**src/rtl/uart_cfg_ctrl.sv**
```systemverilog
// Configuration UART frame parser: assembles SYNC/ADDR/DATA/CHK frames and
// issues one valid/ready register write per frame that passes its checksum.
module uart_cfg_ctrl #(
    parameter int unsigned DATA_BYTES   = 2,
    parameter logic [7:0]  SYNC_BYTE    = 8'hA5,
    parameter int unsigned TIMEOUT_CLKS = 100000
) (
    input  logic                      i_Clock,
    input  logic                      i_Rst_n,
    input  logic                      i_Rx_DV,
    input  logic [7:0]                i_Rx_Byte,
    output logic                      o_Wr_En,
    input  logic                      i_Wr_Ready,
    output logic [7:0]                o_Wr_Addr,
    output logic [8*DATA_BYTES-1:0]   o_Wr_Data,
    output logic                      o_Err_Chk,
    output logic                      o_Err_Timeout,
    output logic                      o_Err_Ovf,
    output logic                      o_Busy,
    output logic [15:0]               o_Wr_Count
);

    localparam int unsigned DATA_W = 8 * DATA_BYTES;
    localparam int unsigned BC_W   = $clog2(DATA_BYTES + 1);
    localparam int unsigned TMO_W  = $clog2(TIMEOUT_CLKS);

    localparam logic [2:0] S_IDLE  = 3'd0;
    localparam logic [2:0] S_ADDR  = 3'd1;
    localparam logic [2:0] S_DATA  = 3'd2;
    localparam logic [2:0] S_CHK   = 3'd3;
    localparam logic [2:0] S_WRITE = 3'd4;

    logic [2:0]        state_q, state_d;
    logic [7:0]        addr_q, addr_d;
    logic [DATA_W-1:0] data_q, data_d;
    logic [7:0]        chk_q, chk_d;
    logic [BC_W-1:0]   bcnt_q, bcnt_d;
    logic [TMO_W-1:0]  tmo_q, tmo_d;
    logic [15:0]       cnt_q, cnt_d;
    logic              wr_en_q, wr_en_d;
    logic              busy_q, busy_d;
    logic              err_chk_q, err_chk_d;
    logic              err_tmo_q, err_tmo_d;
    logic              err_ovf_q, err_ovf_d;
    logic              in_frame;
    logic              tmo_hit;

    // Next-state and output logic
    always_comb begin
        state_d   = state_q;
        addr_d    = addr_q;
        data_d    = data_q;
        chk_d     = chk_q;
        bcnt_d    = bcnt_q;
        tmo_d     = TMO_W'(0);
        cnt_d     = cnt_q;
        err_chk_d = 1'b0;
        err_tmo_d = 1'b0;
        err_ovf_d = 1'b0;

        in_frame = (state_q == S_ADDR) || (state_q == S_DATA) || (state_q == S_CHK);
        tmo_hit  = in_frame && !i_Rx_DV && (tmo_q == TMO_W'(TIMEOUT_CLKS - 1));

        // Counter holds clocks elapsed since the last strobe; a byte always beats the terminal count
        if (in_frame) begin
            tmo_d = i_Rx_DV ? TMO_W'(1) : tmo_q + TMO_W'(1);
        end

        case (state_q)
            S_IDLE: begin
                if (i_Rx_DV && (i_Rx_Byte == SYNC_BYTE)) begin
                    state_d = S_ADDR;
                    tmo_d   = TMO_W'(1);
                end
            end
            S_ADDR: begin
                if (i_Rx_DV) begin
                    addr_d  = i_Rx_Byte;
                    chk_d   = i_Rx_Byte;
                    bcnt_d  = BC_W'(0);
                    state_d = S_DATA;
                end
            end
            S_DATA: begin
                if (i_Rx_DV) begin
                    data_d = (data_q << 8) | DATA_W'(i_Rx_Byte);
                    chk_d  = chk_q ^ i_Rx_Byte;
                    bcnt_d = bcnt_q + BC_W'(1);
                    if (bcnt_q == BC_W'(DATA_BYTES - 1)) begin
                        state_d = S_CHK;
                    end
                end
            end
            S_CHK: begin
                if (i_Rx_DV) begin
                    if (i_Rx_Byte == chk_q) begin
                        state_d = S_WRITE;
                    end else begin
                        err_chk_d = 1'b1;
                        state_d   = S_IDLE;
                    end
                end
            end
            S_WRITE: begin
                if (i_Rx_DV) begin
                    err_ovf_d = 1'b1;
                end
                if (wr_en_q && i_Wr_Ready) begin
                    cnt_d   = cnt_q + 16'd1;
                    state_d = S_IDLE;
                end
            end
            default: begin
                state_d = S_IDLE;
            end
        endcase

        if (tmo_hit) begin
            err_tmo_d = 1'b1;
            state_d   = S_IDLE;
            tmo_d     = TMO_W'(0);
        end

        wr_en_d = (state_d == S_WRITE);
        busy_d  = (state_d != S_IDLE);
    end

    always_ff @(posedge i_Clock or negedge i_Rst_n) begin
        if (!i_Rst_n) begin
            state_q   <= S_IDLE;
            addr_q    <= 8'd0;
            data_q    <= '0;
            chk_q     <= 8'd0;
            bcnt_q    <= '0;
            tmo_q     <= '0;
            cnt_q     <= 16'd0;
            wr_en_q   <= 1'b0;
            busy_q    <= 1'b0;
            err_chk_q <= 1'b0;
            err_tmo_q <= 1'b0;
            err_ovf_q <= 1'b0;
        end else begin
            state_q   <= state_d;
            addr_q    <= addr_d;
            data_q    <= data_d;
            chk_q     <= chk_d;
            bcnt_q    <= bcnt_d;
            tmo_q     <= tmo_d;
            cnt_q     <= cnt_d;
            wr_en_q   <= wr_en_d;
            busy_q    <= busy_d;
            err_chk_q <= err_chk_d;
            err_tmo_q <= err_tmo_d;
            err_ovf_q <= err_ovf_d;
        end
    end

    assign o_Wr_En       = wr_en_q;
    assign o_Wr_Addr     = addr_q;
    assign o_Wr_Data     = data_q;
    assign o_Err_Chk     = err_chk_q;
    assign o_Err_Timeout = err_tmo_q;
    assign o_Err_Ovf     = err_ovf_q;
    assign o_Busy        = busy_q;
    assign o_Wr_Count    = cnt_q;

endmodule

```
**config.mk**
```make
export PLATFORM = sky130hd
export DESIGN_NAME = uart_cfg_ctrl
export DESIGN_NICKNAME = d
export VERILOG_FILES = /design/src/rtl/uart_cfg_ctrl.sv
export SDC_FILE = /design/constraint.sdc
export NUM_CORES = 1
export LEC_CHECK = 0
export ABC_AREA = 1
export CAP_MARGIN = 20
export CORE_MARGIN = 5
export CORE_UTILIZATION = 51
export CTS_BUF_LIST = sky130_fd_sc_hd__clkbuf_4
export DETAILED_ROUTE_END_ITERATION = 16
export GPL_TIMING_DRIVEN = 0
export PLACE_DENSITY_LB_ADDON = 0.1
export SLEW_MARGIN = 40
export SYNTH_ARGS = -nofsm -noshare
export SYNTH_HDL_FRONTEND = slang
export SYNTH_SLANG_ARGS = --single-unit
export TNS_END_PERCENT = 1
```
**constraint.sdc**
```tcl
create_clock -name i_Clock -period 1.48 [get_ports i_Clock]
set_input_delay 0.222 -clock i_Clock [delete_from_list [all_inputs] [get_ports i_Clock]]
set_output_delay 0.222 -clock i_Clock [all_outputs]
set_load 0.005 [all_outputs]
```
==> flow_metrics.tcl <==
set metrics [dict create \
    status "finished with violations" \
    violations "setup timing" \
    fin_cells 688 \
    setup_slack_ns -0.00414 \
    vias 3469 \
    dpl.hpwl_um 6320 \
    cp_data_required_time_ns 1.78 \
    grt_max_degree 47 \
    antenna-diode-count 0 \
    busiest_layer "met2" \
    row_count 31 \
    area_delta_synth_final_pct 31.0 \
    hold_viol 0 \
    vdd_drop_max_v 0.000961 \
    async_flop_share_pct 100 \
    wl_per_cell_um 12.9 \
    cp-end-kind "flip-flop" \
    grt_pass1_wl_um 15000 \
    cts_tree "done" \
    setup_violations 3 \
    cts_max_level 3 \
    fp.dieArea_sq_um 9220 \
    grt_util_met2_pct 34.2 \
    p_leak_nw 2.47 \
    initial_utilization_pct 52.3 \
    drv_slew 0 \
    viasPerCell 5.04 \
    synthTopCellsByArea "dfrtp_1, nand2_1, nor2_1, inv_1, o21ai_0" \
    routed_wl_um 8860 \
    remaining_drc_errors 0 \
    antenna_found_initial 0 \
    worstSkewPairLatency_ns 0.41 \
    die_w_um 96.0 \
    dr.pass1.iters 5 \
    critPathMaxFanout 5 \
    antenna_left 0 \
    grt_setup_unrepaired "true" \
    cp.arrival_ns 1.79 \
    cap_violations 0 \
    layout.nets 599 \
    yosys.area.top_type "dfrtp_1" \
    io_buffers 55 \
    yosysSeqAreaShare_pct 49.7 \
    synth_fp_nets 502 \
    min_period_ns 1.48 \
    synthesis.area_sq_um 3770 \
    slew_headroom_pct 77.1 \
    numCtsBuffers 9 \
    ys_seq_elements 75 \
    clkTransAtPathRegs_ns 0.14 \
    cp-start-kind "flip-flop" \
    fmax_mhz 674 \
    synth_cell_types 30 \
    synth_edf_count 0 \
    path_class "reg2reg" \
    drtIter0Drc 196 \
    avgSynthCellArea_sq_um 7.75 \
    grt_use_total_pct 20.7 \
    num_io_pins 57 \
    p_per_area_nw_per_um2 1310 \
    nFillCells 628 \
    worst_pin_slew_ns 0.340 \
    grt_pass1_vias 3387 \
    cts_root_buf "clkbuf_4" \
    post-place-ws_ns -0.187 \
    grtUsageMet1_pct 27.6 \
    dieHeight_um 96.0 \
    place_inst 642 \
    ys.flop_type "dfrtp_1" \
    period_share_pct 100 \
    clock_sinks 75 \
    hold_class "in2async" \
    core_area_sq_um 7210 \
    synth_top_area_share_pct 49.7 \
    cts_buffer_depth 2 \
    grt-ovfl-total 0 \
    drive_gt1_share_pct 15.3 \
    met3_usage_pct 5.86 \
    synth_cells 487 \
    gp_congestion 0.886 \
    clock-skew-final_ns 0.0166 \
    yosys_warnings 0 \
]
worst paths after layout:
kind	from	to	slack, ns	cells past startpoint
setup / recovery	tmo_q[0]	tmo_q[6]	-0.004	9
hold / removal	i_Rst_n	chk_q[3]	0.24	2
setup reg to reg	tmo_q[0]	tmo_q[6]	-0.004	9
hold reg to reg	o_Wr_Data[13]	o_Wr_Data[13]	0.49	2
max in group asynchronous	i_Rst_n	state_q[1]	0.73	3
min in group i_Clock	i_Rx_DV	o_Wr_Data[0]	0.26	4
final cells by class:
type | count | area [sq um] | share of cell area, %
tap | 99 | 124 | 2.51
clock inverter | 7 | 58.8 | 1.19
multi-input combinational | 346 | 1770 | 35.8
timing repair buffer | 86 | 754 | 15.3
inverter | 58 | 226 | 4.58
sequential | 75 | 1880 | 38.1
buffer | 8 | 60.1 | 1.22
clock buffer | 9 | 67.6 | 1.37
logic make-up (layout without fill, tap and decap cells):
family	after synthesis	in the layout	share of synthesized area (%)
xor+xnor	20	20	4.64
buf+inv	66	168	7.16
compound gates	46	46	6.73
flops	75	75	49.7
simple gates	277	277	30.7
fa+ha+maj	3	3	0.995
synth_stat cells (3+ instances only):
library cell / instances
xnor2_1: 9
nor3_1: 6
o21ai_1: 3
a21oi_1: 4
buf_2: 6
nand4_1: 6
nand3_1: 26
inv_2: 3
o211ai_1: 7
nor2_1: 63
inv_1: 54
o21ai_0: 29
xor2_1: 11
dfrtp_1: 75
nand2_1: 162
ha_1: 3
stage by stage:
stage	power, W	area, sq um	TNS (ns)	util, %	hold slack (ns)
after floorplan	0.00410	3770	0	-	-0.0736
after global placement	0.00512	4450	-185.98	61.7	0.461
after detailed placement	0.00520	4480	-2.43	62.1	0.119
after CTS	0.00635	4780	-0.228	66.3	0.204
after global routing	0.00696	4940	-1.58	68.5	0.233
final	0.00645	4940	-0.00930	68.5	0.235
cell usage in the layout, fill, tap and decap left out, drive strengths merged, types with 10 or more instances in the layout:
cell type / n
dfrtp: 75
nand3: 28
buf: 38
dlygate4sd2: 45
inv: 59
clkbuf: 10
nor2: 66
xor2: 11
o21ai: 32
nand2: 166
report_power, final:
group / total (W) / switching, W / internal, W
clock network: 0.00117 / 0.000797 / 0.000371
registers: 0.00290 / 0.000322 / 0.00257
logic: 0.00239 / 0.00129 / 0.00110
total: 0.00645 / 0.00241 / 0.00404
layer usage:
layer	vias to the layer above	routed length (um)
met5	-	0
met3	7	457
li1	1727	-
met1	1642	3980
met2	93	4360
met4	0	62
flip-flops by register name (all words and copies together) (netlist names):
signal and cells:
o_Wr_Data 16, o_Err_Timeout 1, o_Wr_Count 16, tmo_q 17
o_Err_Chk 1, bcnt_q 2, chk_q 8, o_Wr_En 1
o_Busy 1, state_q 3, o_Wr_Addr 8, o_Err_Ovf 1
critical path: stages, from the launching register on:
cell,delay (ns)
dfrtp_1,0.43
ha_4,0.18
nand2_4,0.05
nor2_4,0.16
nand2_4,0.09
nor2_4,0.10
nand3_4,0.09
nand2_4,0.11
buf_6,0.12
nor2_2,0.03
what timing repair did:
action / in CTS / in global routing
hold endpoints to repair: 75 / 0
resized for setup: 52 / 37
endpoints found under the setup margin: 66 / 64
pin swaps: 2 / 6
hold buffers: 1 / 0
gates cloned: 0 / 1
buffers inserted: 27 / 1
Power figures use the tool's default switching activity.
